===== config.mk =====
export PLATFORM = sky130hd
export DESIGN_NAME = sc_microsequencer_flat
export DESIGN_NICKNAME = d
export VERILOG_FILES = /design/src/rtl/sc_microsequencer_if.sv /design/src/rtl/sc_microsequencer.sv /design/src/flat_wrapper.sv
export SDC_FILE = /design/constraint.sdc
export NUM_CORES = 1
export LEC_CHECK = 0
export CAP_MARGIN = 20
export CORE_MARGIN = 4
export CORE_UTILIZATION = 43
export CTS_BUF_LIST = sky130_fd_sc_hd__clkbuf_2
export CTS_CLUSTER_SIZE = 25
export DETAILED_ROUTE_END_ITERATION = 12
export HOLD_SLACK_MARGIN = 0.1
export PLACE_DENSITY_LB_ADDON = 0.12
export SLEW_MARGIN = 20
export SYNTH_ARGS = -nofsm -noshare
export SYNTH_HDL_FRONTEND = slang
export SYNTH_SLANG_ARGS = --single-unit

===== constraint.sdc =====
create_clock -name uCONTROL_CLOCK_50 -period 2.5 [get_ports uCONTROL_CLOCK_50]
set_input_delay 0.25 -clock uCONTROL_CLOCK_50 [delete_from_list [all_inputs] [get_ports uCONTROL_CLOCK_50]]
set_output_delay 0.25 -clock uCONTROL_CLOCK_50 [all_outputs]
set_load 0.005 [all_outputs]

===== src/rtl/sc_microsequencer_if.sv =====
// sc_microsequencer_if: control/handshake bundle between the microsequencer and the datapath/memory.
// Carries uCONTROL_step_InHigh only when SC_MICROSEQUENCER_SINGLE_STEP_EN is defined.
interface sc_microsequencer_if #(
  parameter int DATAWIDTH_BUS = 32,
  parameter int DATAWIDTH_DECODER_SELECTION = 4,
  parameter int DATAWIDTH_ALU_SELECTION = 4,
  parameter int DATA_BUS_CONTROL = 6
);
  logic uCONTROL_start_InHigh;
  logic [DATAWIDTH_BUS-1:0] uCONTROL_ir_InBUS;
  logic uCONTROL_zero_InLow;
  logic uCONTROL_memack_InHigh;
`ifdef SC_MICROSEQUENCER_SINGLE_STEP_EN
  logic uCONTROL_step_InHigh;
`endif
  logic uCONTROL_memreq_OutHigh;
  logic [DATAWIDTH_DECODER_SELECTION-1:0] uCONTROL_loadselection_OutBUS;
  logic [DATAWIDTH_DECODER_SELECTION-1:0] uCONTROL_clearselection_OutBUS;
  logic [DATAWIDTH_ALU_SELECTION-1:0] uCONTROL_aluselection_OutBUS;
  logic [DATA_BUS_CONTROL-1:0] uCONTROL_BUS_CONTROL_A;
  logic [DATA_BUS_CONTROL-1:0] uCONTROL_BUS_CONTROL_B;
  logic [DATA_BUS_CONTROL-1:0] uCONTROL_BUS_CONTROL_C;
  logic uCONTROL_BUS_SELECTOR_A;
  logic uCONTROL_BUS_SELECTOR_B;
  logic uCONTROL_BUS_SELECTOR_C;
  logic uCONTROL_busy_OutHigh;
  logic uCONTROL_halted_OutHigh;
  logic uCONTROL_illegal_OutHigh;
  logic [15:0] uCONTROL_retired_OutBUS;
  modport master (
`ifdef SC_MICROSEQUENCER_SINGLE_STEP_EN
    input uCONTROL_step_InHigh,
`endif
    input uCONTROL_start_InHigh, uCONTROL_ir_InBUS, uCONTROL_zero_InLow, uCONTROL_memack_InHigh,
    output uCONTROL_memreq_OutHigh, uCONTROL_loadselection_OutBUS, uCONTROL_clearselection_OutBUS,
    output uCONTROL_aluselection_OutBUS, uCONTROL_BUS_CONTROL_A, uCONTROL_BUS_CONTROL_B, uCONTROL_BUS_CONTROL_C,
    output uCONTROL_BUS_SELECTOR_A, uCONTROL_BUS_SELECTOR_B, uCONTROL_BUS_SELECTOR_C,
    output uCONTROL_busy_OutHigh, uCONTROL_halted_OutHigh, uCONTROL_illegal_OutHigh, uCONTROL_retired_OutBUS
  );
  modport slave (
`ifdef SC_MICROSEQUENCER_SINGLE_STEP_EN
    output uCONTROL_step_InHigh,
`endif
    output uCONTROL_start_InHigh, uCONTROL_ir_InBUS, uCONTROL_zero_InLow, uCONTROL_memack_InHigh,
    input uCONTROL_memreq_OutHigh, uCONTROL_loadselection_OutBUS, uCONTROL_clearselection_OutBUS,
    input uCONTROL_aluselection_OutBUS, uCONTROL_BUS_CONTROL_A, uCONTROL_BUS_CONTROL_B, uCONTROL_BUS_CONTROL_C,
    input uCONTROL_BUS_SELECTOR_A, uCONTROL_BUS_SELECTOR_B, uCONTROL_BUS_SELECTOR_C,
    input uCONTROL_busy_OutHigh, uCONTROL_halted_OutHigh, uCONTROL_illegal_OutHigh, uCONTROL_retired_OutBUS
  );
endinterface


===== src/rtl/sc_microsequencer.sv =====
// sc_microsequencer: fetch / PC-increment / decode / execute control unit for the register-file/ALU datapath.
// Optional single-step PAUSE after every retire: SC_MICROSEQUENCER_SINGLE_STEP_EN.
module sc_microsequencer #(
  parameter int DATAWIDTH_BUS = 32,
  parameter int DATAWIDTH_DECODER_SELECTION = 4,
  parameter int DATAWIDTH_ALU_SELECTION = 4,
  parameter int DATA_BUS_CONTROL = 6,
  parameter logic [DATAWIDTH_DECODER_SELECTION-1:0] SEL_NONE = 4'b1111,
  parameter logic [DATAWIDTH_DECODER_SELECTION-1:0] REG_PC = 4'd5,
  parameter logic [DATAWIDTH_DECODER_SELECTION-1:0] REG_IR = 4'd6,
  parameter logic [DATAWIDTH_ALU_SELECTION-1:0] ALU_SEL_PASSA = 4'b0000,
  parameter logic [DATAWIDTH_ALU_SELECTION-1:0] ALU_SEL_INCA = 4'b0001
)(
  input logic uCONTROL_CLOCK_50,
  input logic uCONTROL_RESET_InHigh,
  sc_microsequencer_if.master bus
);
  typedef enum logic [2:0] {
    IDLE, FETCH, PCINC, DECODE, EXEC, BRANCH, HALT
`ifdef SC_MICROSEQUENCER_SINGLE_STEP_EN
    , PAUSE
`endif
  } state_t;
`ifdef SC_MICROSEQUENCER_SINGLE_STEP_EN
  localparam state_t S_RETIRE = PAUSE;
`else
  localparam state_t S_RETIRE = FETCH;
`endif
  localparam logic [DATA_BUS_CONTROL-1:0] CTL_PC = DATA_BUS_CONTROL'(REG_PC);
  state_t r_state, w_next;
  logic [DATAWIDTH_DECODER_SELECTION-1:0] r_load, r_clear, w_load, w_clear;
  logic [DATAWIDTH_ALU_SELECTION-1:0] r_alu, w_alu;
  logic [DATA_BUS_CONTROL-1:0] r_ca, r_cc, w_ca, w_cc;
  logic r_sa, r_sb, r_sc, w_sa, w_sb, w_sc;
  logic r_memreq, r_busy, r_halted, r_illegal;
  logic [15:0] r_retired;
  logic [1:0] w_op;
  logic w_illegal_op, w_retire, w_unused_ir;
  assign w_op = bus.uCONTROL_ir_InBUS[31:30];
  assign w_illegal_op = r_state == DECODE && w_op == 2'b01;
  assign w_retire = w_next == EXEC || w_next == BRANCH || w_illegal_op;
  assign w_unused_ir = ^{bus.uCONTROL_ir_InBUS[29], bus.uCONTROL_ir_InBUS[24:23], bus.uCONTROL_ir_InBUS[18:0]};
  always_comb begin
    w_next = r_state;
    case (r_state)
      IDLE:   w_next = bus.uCONTROL_start_InHigh ? FETCH : IDLE;
      FETCH:  w_next = bus.uCONTROL_memack_InHigh ? PCINC : FETCH;
      PCINC:  w_next = DECODE;
      DECODE: w_next = w_op == 2'b10 ? EXEC : w_op == 2'b00 ? BRANCH : w_op == 2'b11 ? HALT : S_RETIRE;
      EXEC, BRANCH: w_next = S_RETIRE;
`ifdef SC_MICROSEQUENCER_SINGLE_STEP_EN
      PAUSE:  w_next = bus.uCONTROL_step_InHigh ? FETCH : PAUSE;
`endif
      default: w_next = r_state;
    endcase
  end
  // Outputs are decoded from the next state and registered, so they line up with the state they belong to.
  always_comb begin
    w_load = SEL_NONE;
    w_alu = ALU_SEL_PASSA;
    w_ca = '0;
    w_cc = '0;
    w_sa = 1'b0;
    w_sb = 1'b0;
    w_sc = 1'b0;
    w_clear = r_state == IDLE && w_next == FETCH ? REG_PC : SEL_NONE;
    case (w_next)
      PCINC: begin
        w_ca = CTL_PC;
        w_cc = CTL_PC;
        w_alu = ALU_SEL_INCA;
        w_load = REG_PC;
      end
      EXEC: begin
        w_sa = 1'b1;
        w_sb = 1'b1;
        w_sc = 1'b1;
        w_alu = bus.uCONTROL_ir_InBUS[22:19];
        w_load = bus.uCONTROL_ir_InBUS[28:25];
      end
      BRANCH: begin
        w_sa = !bus.uCONTROL_zero_InLow;
        w_cc = bus.uCONTROL_zero_InLow ? '0 : CTL_PC;
        w_load = bus.uCONTROL_zero_InLow ? SEL_NONE : REG_PC;
      end
      default: w_load = SEL_NONE;
    endcase
  end
  always_ff @(posedge uCONTROL_CLOCK_50 or posedge uCONTROL_RESET_InHigh) begin
    if (uCONTROL_RESET_InHigh) begin
      r_state <= IDLE;
      r_load <= SEL_NONE;
      r_clear <= SEL_NONE;
      r_alu <= ALU_SEL_PASSA;
      r_ca <= '0;
      r_cc <= '0;
      {r_sa, r_sb, r_sc} <= '0;
      {r_memreq, r_busy, r_halted, r_illegal} <= '0;
      r_retired <= '0;
    end else begin
      r_state <= w_next;
      r_load <= w_load;
      r_clear <= w_clear;
      r_alu <= w_alu;
      r_ca <= w_ca;
      r_cc <= w_cc;
      {r_sa, r_sb, r_sc} <= {w_sa, w_sb, w_sc};
      r_memreq <= w_next == FETCH;
      r_busy <= w_next != IDLE && w_next != HALT;
      r_halted <= w_next == HALT;
      r_illegal <= r_illegal || w_illegal_op;
      r_retired <= r_retired + {15'd0, w_retire};
    end
  end
  // The IR load must land in the very cycle memory acknowledges, so it bypasses the output register.
  assign bus.uCONTROL_loadselection_OutBUS = r_state == FETCH && bus.uCONTROL_memack_InHigh ? REG_IR : r_load;
  assign bus.uCONTROL_clearselection_OutBUS = r_clear;
  assign bus.uCONTROL_aluselection_OutBUS = r_alu;
  assign bus.uCONTROL_BUS_CONTROL_A = r_ca;
  assign bus.uCONTROL_BUS_CONTROL_B = '0;
  assign bus.uCONTROL_BUS_CONTROL_C = r_cc;
  assign bus.uCONTROL_BUS_SELECTOR_A = r_sa;
  assign bus.uCONTROL_BUS_SELECTOR_B = r_sb;
  assign bus.uCONTROL_BUS_SELECTOR_C = r_sc;
  assign bus.uCONTROL_memreq_OutHigh = r_memreq;
  assign bus.uCONTROL_busy_OutHigh = r_busy;
  assign bus.uCONTROL_halted_OutHigh = r_halted;
  assign bus.uCONTROL_illegal_OutHigh = r_illegal;
  assign bus.uCONTROL_retired_OutBUS = r_retired;
endmodule


===== src/flat_wrapper.sv =====
// flat-port wrapper written by rule: the top's interface ports become plain ports
module sc_microsequencer_flat 
#(
  parameter int DATAWIDTH_BUS = 32,
  parameter int DATAWIDTH_DECODER_SELECTION = 4,
  parameter int DATAWIDTH_ALU_SELECTION = 4,
  parameter int DATA_BUS_CONTROL = 6,
  parameter logic [DATAWIDTH_DECODER_SELECTION-1:0] SEL_NONE = 4'b1111,
  parameter logic [DATAWIDTH_DECODER_SELECTION-1:0] REG_PC = 4'd5,
  parameter logic [DATAWIDTH_DECODER_SELECTION-1:0] REG_IR = 4'd6,
  parameter logic [DATAWIDTH_ALU_SELECTION-1:0] ALU_SEL_PASSA = 4'b0000,
  parameter logic [DATAWIDTH_ALU_SELECTION-1:0] ALU_SEL_INCA = 4'b0001
)
  (uCONTROL_CLOCK_50, uCONTROL_RESET_InHigh, bus_uCONTROL_start_InHigh, bus_uCONTROL_ir_InBUS, bus_uCONTROL_zero_InLow, bus_uCONTROL_memack_InHigh, bus_uCONTROL_memreq_OutHigh, bus_uCONTROL_loadselection_OutBUS, bus_uCONTROL_clearselection_OutBUS, bus_uCONTROL_aluselection_OutBUS, bus_uCONTROL_BUS_CONTROL_A, bus_uCONTROL_BUS_CONTROL_B, bus_uCONTROL_BUS_CONTROL_C, bus_uCONTROL_BUS_SELECTOR_A, bus_uCONTROL_BUS_SELECTOR_B, bus_uCONTROL_BUS_SELECTOR_C, bus_uCONTROL_busy_OutHigh, bus_uCONTROL_halted_OutHigh, bus_uCONTROL_illegal_OutHigh, bus_uCONTROL_retired_OutBUS);
  sc_microsequencer_if #(.DATAWIDTH_BUS(DATAWIDTH_BUS), .DATAWIDTH_DECODER_SELECTION(DATAWIDTH_DECODER_SELECTION), .DATAWIDTH_ALU_SELECTION(DATAWIDTH_ALU_SELECTION), .DATA_BUS_CONTROL(DATA_BUS_CONTROL)) bus_i ();
  input logic uCONTROL_CLOCK_50;
  input logic uCONTROL_RESET_InHigh;
  input wire logic [$bits(bus_i.uCONTROL_start_InHigh)-1:0] bus_uCONTROL_start_InHigh;
  input wire logic [$bits(bus_i.uCONTROL_ir_InBUS)-1:0] bus_uCONTROL_ir_InBUS;
  input wire logic [$bits(bus_i.uCONTROL_zero_InLow)-1:0] bus_uCONTROL_zero_InLow;
  input wire logic [$bits(bus_i.uCONTROL_memack_InHigh)-1:0] bus_uCONTROL_memack_InHigh;
  output wire logic [$bits(bus_i.uCONTROL_memreq_OutHigh)-1:0] bus_uCONTROL_memreq_OutHigh;
  output wire logic [$bits(bus_i.uCONTROL_loadselection_OutBUS)-1:0] bus_uCONTROL_loadselection_OutBUS;
  output wire logic [$bits(bus_i.uCONTROL_clearselection_OutBUS)-1:0] bus_uCONTROL_clearselection_OutBUS;
  output wire logic [$bits(bus_i.uCONTROL_aluselection_OutBUS)-1:0] bus_uCONTROL_aluselection_OutBUS;
  output wire logic [$bits(bus_i.uCONTROL_BUS_CONTROL_A)-1:0] bus_uCONTROL_BUS_CONTROL_A;
  output wire logic [$bits(bus_i.uCONTROL_BUS_CONTROL_B)-1:0] bus_uCONTROL_BUS_CONTROL_B;
  output wire logic [$bits(bus_i.uCONTROL_BUS_CONTROL_C)-1:0] bus_uCONTROL_BUS_CONTROL_C;
  output wire logic [$bits(bus_i.uCONTROL_BUS_SELECTOR_A)-1:0] bus_uCONTROL_BUS_SELECTOR_A;
  output wire logic [$bits(bus_i.uCONTROL_BUS_SELECTOR_B)-1:0] bus_uCONTROL_BUS_SELECTOR_B;
  output wire logic [$bits(bus_i.uCONTROL_BUS_SELECTOR_C)-1:0] bus_uCONTROL_BUS_SELECTOR_C;
  output wire logic [$bits(bus_i.uCONTROL_busy_OutHigh)-1:0] bus_uCONTROL_busy_OutHigh;
  output wire logic [$bits(bus_i.uCONTROL_halted_OutHigh)-1:0] bus_uCONTROL_halted_OutHigh;
  output wire logic [$bits(bus_i.uCONTROL_illegal_OutHigh)-1:0] bus_uCONTROL_illegal_OutHigh;
  output wire logic [$bits(bus_i.uCONTROL_retired_OutBUS)-1:0] bus_uCONTROL_retired_OutBUS;
  assign bus_i.uCONTROL_start_InHigh = bus_uCONTROL_start_InHigh;
  assign bus_i.uCONTROL_ir_InBUS = bus_uCONTROL_ir_InBUS;
  assign bus_i.uCONTROL_zero_InLow = bus_uCONTROL_zero_InLow;
  assign bus_i.uCONTROL_memack_InHigh = bus_uCONTROL_memack_InHigh;
  assign bus_uCONTROL_memreq_OutHigh = bus_i.uCONTROL_memreq_OutHigh;
  assign bus_uCONTROL_loadselection_OutBUS = bus_i.uCONTROL_loadselection_OutBUS;
  assign bus_uCONTROL_clearselection_OutBUS = bus_i.uCONTROL_clearselection_OutBUS;
  assign bus_uCONTROL_aluselection_OutBUS = bus_i.uCONTROL_aluselection_OutBUS;
  assign bus_uCONTROL_BUS_CONTROL_A = bus_i.uCONTROL_BUS_CONTROL_A;
  assign bus_uCONTROL_BUS_CONTROL_B = bus_i.uCONTROL_BUS_CONTROL_B;
  assign bus_uCONTROL_BUS_CONTROL_C = bus_i.uCONTROL_BUS_CONTROL_C;
  assign bus_uCONTROL_BUS_SELECTOR_A = bus_i.uCONTROL_BUS_SELECTOR_A;
  assign bus_uCONTROL_BUS_SELECTOR_B = bus_i.uCONTROL_BUS_SELECTOR_B;
  assign bus_uCONTROL_BUS_SELECTOR_C = bus_i.uCONTROL_BUS_SELECTOR_C;
  assign bus_uCONTROL_busy_OutHigh = bus_i.uCONTROL_busy_OutHigh;
  assign bus_uCONTROL_halted_OutHigh = bus_i.uCONTROL_halted_OutHigh;
  assign bus_uCONTROL_illegal_OutHigh = bus_i.uCONTROL_illegal_OutHigh;
  assign bus_uCONTROL_retired_OutBUS = bus_i.uCONTROL_retired_OutBUS;
  sc_microsequencer #(.DATAWIDTH_BUS(DATAWIDTH_BUS), .DATAWIDTH_DECODER_SELECTION(DATAWIDTH_DECODER_SELECTION), .DATAWIDTH_ALU_SELECTION(DATAWIDTH_ALU_SELECTION), .DATA_BUS_CONTROL(DATA_BUS_CONTROL), .SEL_NONE(SEL_NONE), .REG_PC(REG_PC), .REG_IR(REG_IR), .ALU_SEL_PASSA(ALU_SEL_PASSA), .ALU_SEL_INCA(ALU_SEL_INCA)) u_core (.uCONTROL_CLOCK_50(uCONTROL_CLOCK_50), .uCONTROL_RESET_InHigh(uCONTROL_RESET_InHigh), .bus(bus_i));
endmodule

## Yosys cells after proc, flatten, opt, wreduce, memory -nomap -nowiden

Cells that the tools add are included.

| operators by class | value |
|---|---|
| add/subtract/negate cells | 1 |
| eq/ne operators | 14 |
| mux-type cells | 16 |
| reductions and logical operators | 12 |

Operators by type and width:

| kind | number |
|---|---|
| adder 16 x 1 -> 16 bit | 1 |
| == test 3 bit, second input constant | 5 |
| 2-to-1 mux 3 bit | 5 |
| case mux 3 bit (5 select lines) | 1 |
| 2-to-1 mux 4 bit | 3 |
| case mux 4 bit (3 select lines) | 1 |
| case mux 6 bit (2 select lines) | 1 |
| == test 3 x 2 -> 1 bit, second input constant | 3 |
| case mux 4 bit (2 select lines) | 1 |
| == test 3 x 1 -> 1 bit, second input constant | 2 |
| == test 2 bit, second input constant | 2 |
| logical AND 1 bit | 4 |
| logical NOT 3 bit | 1 |
| logical OR 1 bit | 3 |
| != test 3 bit, second input constant | 1 |
| nonzero test 3 bit | 1 |
| == test 2 x 1 -> 1 bit, second input constant | 1 |
| logical NOT 2 bit | 1 |
| 2-to-1 mux 1 bit | 2 |
| 2-to-1 mux 2 bit | 1 |
| case mux 1 bit (2 select lines) | 1 |
| OR reduction 2 bit | 1 |
| logical NOT 1 bit | 1 |

| storage, ports and cells | value |
|---|---|
| flip-flop bits (word level) | 46 |
| bits of input ports | 37 |

## Logic depth before layout (Yosys ltp)

| logic depth | value |
|---|---|
| depth after elaboration | 9 |
| mapped depth | 8 |

## Worst setup path after synthesis

No wires, ideal clock.

| timing path | value |
|---|---|
| kind | register to register |
| from | register u_core.r_state[2] |
| to | register u_core.r_retired[15], in the netlist u_core.bus.uCONTROL_retired_OutBUS[15] |
| arrival time | 1583 ps |
| required time | 2421 ps |
| setup slack | 838 ps |
| cell stages (with the launch flop) | 7 |
| path buffers | 0 |
| period minus slack after synthesis | 1662 ps |
| path through | dfrtp_1 nand3b_4 nor2_1 ha_1 nand4_4 nor4_1 xor2_1 |

| on the way | value |
|---|---|
| longest elaborated chain between the ends | 7 |
| elaborated cells on any way between the ends | 14 |
| those cells by class | 1 x add/sub; 7 x eq/ne; 1 x mux; 5 x reduce/logical |

Ends and longest elaborated chain:

| what | line | text |
|---|---|---|
| from (decl) | sc_microsequencer.sv:30 | `state_t r_state, w_next;` |
| from (signal assigned) | sc_microsequencer.sv:101 | `r_state <= w_next;` |
| == test 3 bit | sc_microsequencer.sv:45 | `case (r_state)` |
| OR reduction 2 bit | sc_microsequencer.sv:45 |  |
| case mux 3 bit (5 select lines) | sc_microsequencer.sv:45 |  |
| == test 3 bit | sc_microsequencer.sv:41 | `assign w_retire = w_next == EXEC \|\| w_next == BRANCH \|\| w_illegal_op;` |
| logical OR 1 bit | sc_microsequencer.sv:41 |  |
| logical OR 1 bit * | sc_microsequencer.sv:41 |  |
| adder 16 x 1 -> 16 bit * | sc_microsequencer.sv:112 | `r_retired <= r_retired + {15'd0, w_retire};` |
| to (signal assigned) | sc_microsequencer.sv:112 |  |
| to (decl) | sc_microsequencer.sv:36 | `logic [15:0] r_retired;` |

Every way passes the cells marked *; elsewhere a longest branch is shown, timed or not.

## Final worst setup path

| timing path | value |
|---|---|
| from | register u_core.r_state[0] |
| to | output port bus_uCONTROL_loadselection_OutBUS[0] |

| on the way | value |
|---|---|
| longest elaborated chain between the ends | 3 |

Ends and longest elaborated chain:

| what | line | text |
|---|---|---|
| == test 3 x 1 -> 1 bit | sc_microsequencer.sv:116 | `assign bus.uCONTROL_loadselection_OutBUS = r_state == FETCH && bus.uCONTROL_memack_InHigh ? REG_IR : r_load;` |
| logical AND 1 bit | sc_microsequencer.sv:116 |  |
| 2-to-1 mux 4 bit | sc_microsequencer.sv:116 |  |
| to (decl) | flat_wrapper.sv:23 | `output wire logic [$bits(bus_i.uCONTROL_loadselection_OutBUS)-1:0] bus_uCONTROL_loadselection_OutBUS;` |

Every way passes these cells.

==> summary.md <==
| Metric | Value |
|---|---|
| Yosys top cell area share | `0.4704` |
| Crit path max-delay family | `simple AND/OR/NAND/NOR gates` |
| Post-synthesis register bit count | `36` |
| RSZ-0062 raised after global routing | `no` |
| Worst path slowest cell | `dfrtp_1` |
| CP startpoint | `u_core.r_state[0]$_DFF_PP0_` |
| Routed Antenna Nets | `0` |
| DRT Pass-1 Iters | `4` |
| Crit path largest cell delay | `0.54 ns` |
| GP Congestion | `0.7384` |
| Rel. slew slack | `0.6370` |
| Critical Path Sink | `bus_uCONTROL_loadselection_OutBUS[0]` |
| Detailed-route via count | `1173` |
| Crit-path cells | `nand3b_1 > nand2b_1 > and2_1 > clkdlybuf4s50_1` |
| Initial antenna violation count | `0` |
| Clk pin slew, worst setup/hold paths | `between 0.15 and 0.2 ns` |
| Via/cell ratio | `between 4 and 5` |
| Final clock period utilization by the worst path | `0.8830` |
| Gr ovfl total | `0` |
| Setup crit start kind | `flop` |
| Synth top area cells | `dfrtp_1, buf_4, dfstp_2` |
| Mapped Area | `0.001649 sq mm` |
| Core ar. | `0.003689 sq mm` |
| Drt drc | `0` |
| CP Data Required Time | `2.25 ns` |
| Final wirelength | `roughly 3.1 mm` |
| Ports | `90` |
| Layout cell share with drive strength beyond 1 | `0.09184` |
| Critical path class | `reg2out` |
| Yosys top cell by area | `dfrtp_1` |
| CTS tree | `built` |
| Buffers on Ports | `between 50 and 60` |
| Post-CTS resize count | `0` |
| Outcome | `completed` |
| CTS sink cnt | `36` |
| Crit path max fanout | `8` |
| FILL cells | `330` |
| Worst-Margin Slew | `0.5444 ns` |
| Iteration-0 DRC count of the detailed router | `79` |
| Chip Height | `69.93 microns` |
| Hpwl dp | `2.369 mm` |
| P_leak | `1.010 nW` |
| CP Data Arrival Time | `1.96 ns` |
| CP endpoint kind | `output pin` |
| Bufs and invs on worst path | `1` |
| Pin count of the biggest net entering global routing | `37` |
| Number of global-route vias before repair | `1101` |
| Post-route setup TNS | `0 ns` |
| Initial core utilization | `0.4471` |
| Avg WL per Cell | `12.57 microns` |
| Hold Buf Count CTS | `0` |
| Area delta synth->final | `31.34%` |
| Min Tclk post-route | `between 2 and 2.5 ns` |
| Yosys warns | `0` |
| Postcts setup bufs | `0` |
| R2r endpoint | `u_core.bus.uCONTROL_retired_OutBUS[15]$_DFF_PP0_` |
| CTS Buf Count | `5` |
| Worst min-delay path category | `in2async` |
| Die area | `roughly 0.0049 sq mm` |
| Fmax | `approximately 0.45 GHz` |
| Seq/Total Area, Yosys | `0.5501` |
| Final setup viols | `0` |
| First-pass GRT wire length | `5.030 mm` |
| Depth of the worst register-to-register path | `6` |
| CTS Root Cell | `clkbuf_2` |
| Critical path depth in cells | `4` |
| Syn avg cell area | `11.53 sq um` |
| Clock skew | `0.01568 ns` |
| Die Span X | `69.93 microns` |
| Aggregate global-route resource usage | `0.1319` |
| Final hold violation count | `0` |
| Clk Latency, worst-skew pair | `0.37 ns` |
| Longest Clk Path Bufs | `2` |
| Max-cap viol count | `0` |
| ANT cells | `0` |
| Unique masters post-synth | `36` |
| Reg2reg start | `u_core.r_state[0]$_DFF_PP0_` |
| Cells after synthesis | `143` |
| IR Drop Worst-Case VDD | `0.0004375 V` |
| Layout Utilization | `0.5872` |
| Pwr Density | `800.1 mW/mm^2` |
| Slew Viols, Final | `0` |
| # H-tree levels | `2` |
| FF-to-FF setup slack | `0.57 ns` |
| FP Rows | `22` |
| Final Net Count | `235` |
[synth_stat cells]
cell	instances
ha_1	3
mux2i_1	1
a21oi_1	3
nand4_1	3
nand4b_1	1
nand3_1	5
o311a_1	2
nor2_1	6
nand3b_4	1
a21o_1	1
and3_1	3
dfrtp_1	31
inv_2	1
xnor2_1	9
and2_1	6
conb_1	2
or2_0	1
o21ai_0	1
dfstp_2	5
nor3_1	2
o21bai_1	1
buf_2	2
a2bb2oi_1	1
nand4_4	1
inv_1	6
a2111o_1	1
nand2b_1	4
nand2_1	6
and4_4	1
or3_1	2
nor3b_1	1
nor4_1	2
buf_4	20
nand3b_1	2
xor2_1	5
o31ai_1	1
[layout by cell type, fill, tap and decap left out, types with 3 or more instances in the layout]
cell type	Yosys	routed
clkdlybuf4s50_1	0	51
dfrtp_1	31	31
conb_1	2	16
xnor2_1	9	9
clkbuf_2	0	7
inv_1	6	6
nor2_1	6	6
and2_1	6	6
nand2_1	6	6
xor2_1	5	5
nand3_1	5	5
dfstp_2	5	5
nand2b_1	4	4
a21oi_1	3	3
nand4_1	3	3
and3_1	3	3
ha_1	3	3
[worst min-delay path by stage]
stage | start | endpoint | slack, ns | cells past startpoint
floorplan | bus_uCONTROL_start_InHigh | u_core.bus.uCONTROL_clearselection_OutBUS[1]$_DFF_PP1_ | 0.32 | 1
global route | uCONTROL_RESET_InHigh | u_core.bus.uCONTROL_aluselection_OutBUS[2]$_DFF_PP0_ | 0.28 | 3
CTS | uCONTROL_RESET_InHigh | u_core.bus.uCONTROL_aluselection_OutBUS[2]$_DFF_PP0_ | 0.27 | 3
finish | uCONTROL_RESET_InHigh | u_core.bus.uCONTROL_retired_OutBUS[15]$_DFF_PP0_ | 0.26 | 3
detailed placement | u_core.bus.uCONTROL_retired_OutBUS[15]$_DFF_PP0_ | u_core.bus.uCONTROL_retired_OutBUS[15]$_DFF_PP0_ | 0.46 | 1
global placement | u_core.bus.uCONTROL_retired_OutBUS[15]$_DFF_PP0_ | u_core.bus.uCONTROL_retired_OutBUS[15]$_DFF_PP0_ | 0.46 | 1
[layout make-up]
cell class / count / area (sq um) / area share
Inverter: 7 / 26.28 / 0.01213
Multi-Input combinational cell: 92 / 608.1 / 0.2808
Clock inverter: 1 / 3.754 / 0.001733
Tap cell: 48 / 60.06 / 0.02773
Clock buffer: 7 / 35.03 / 0.01618
Timing Repair Buffer: 53 / 525.5 / 0.2426
Sequential cell: 36 / 907.1 / 0.4188
[flip-flops by register name, summed over array words and instances (netlist names)]
register	cells
u_core.bus.uCONTROL_busy_OutHigh	1
u_core.bus.uCONTROL_retired_OutBUS	16
u_core.bus.uCONTROL_BUS_SELECTOR_B	1
u_core.bus.uCONTROL_BUS_CONTROL_C	1
u_core.bus.uCONTROL_clearselection_OutBUS	1
u_core.bus.uCONTROL_memreq_OutHigh	1
u_core.bus.uCONTROL_BUS_CONTROL_A	1
u_core.r_load	4
u_core.r_state	3
u_core.bus.uCONTROL_halted_OutHigh	1
u_core.bus.uCONTROL_illegal_OutHigh	1
u_core.bus.uCONTROL_BUS_SELECTOR_A	1
u_core.bus.uCONTROL_aluselection_OutBUS	4
[where the power goes]
part           total, mW  switching [mW]  internal [mW]
Clock              0.251           0.176         0.0750
Sequential         0.850           0.123          0.727
Combinational      0.632           0.256          0.376
[worst min-delay path: cells and delay by family]
family | cells | cell delay [ns]
buf+inv | 3 | 0.84
[per-layer routing]
layer	part of all wire	up-vias	track usage
met3	0.078	8	0.04029
met2	0.49	47	0.2067
li1	-	547	-
met5	0	-	0
met1	0.41	571	0.1625
met4	0.022	0	0.07021
[through the flow]
| stage | cell area [sq um] | total power [mW] | hold slack, ns | worst slack [ns] | std cells |
|---|---|---|---|---|---|
| 2_1_floorplan | 1702 | 1.180 | 0.3188 | 0.8379 | 157 |
| 3_3_place_gp | 2127 | 1.487 | 0.4561 | 0.3213 | 236 |
| 3_5_place_dp | 2127 | 1.503 | 0.4622 | 0.2603 | 236 |
| 4_1_cts | 2166 | 1.757 | 0.2665 | 0.2554 | 244 |
| 5_1_grt | 2166 | 1.856 | 0.2845 | 0.1403 | 244 |
| 6_report | 2166 | 1.733 | 0.2641 | 0.2926 | 244 |
[cells by family (layout without fill, tap and decap cells)]
kind of cell | count (synthesis) | after routing | synth area share
adder cells (fa/ha/maj) | 3 | 3 | 0.02276
flip-flops | 36 | 36 | 0.5501
AO/OA/AOI/OAI | 11 | 11 | 0.05008
XOR/XNOR | 14 | 14 | 0.07436
AND/OR/NAND/NOR | 47 | 47 | 0.1791
buffers and inverters | 29 | 68 | 0.1130
multiplexers | 1 | 1 | 0.006070
other | 2 | 16 | 0.004554
(Power assumes the default switching activity.)
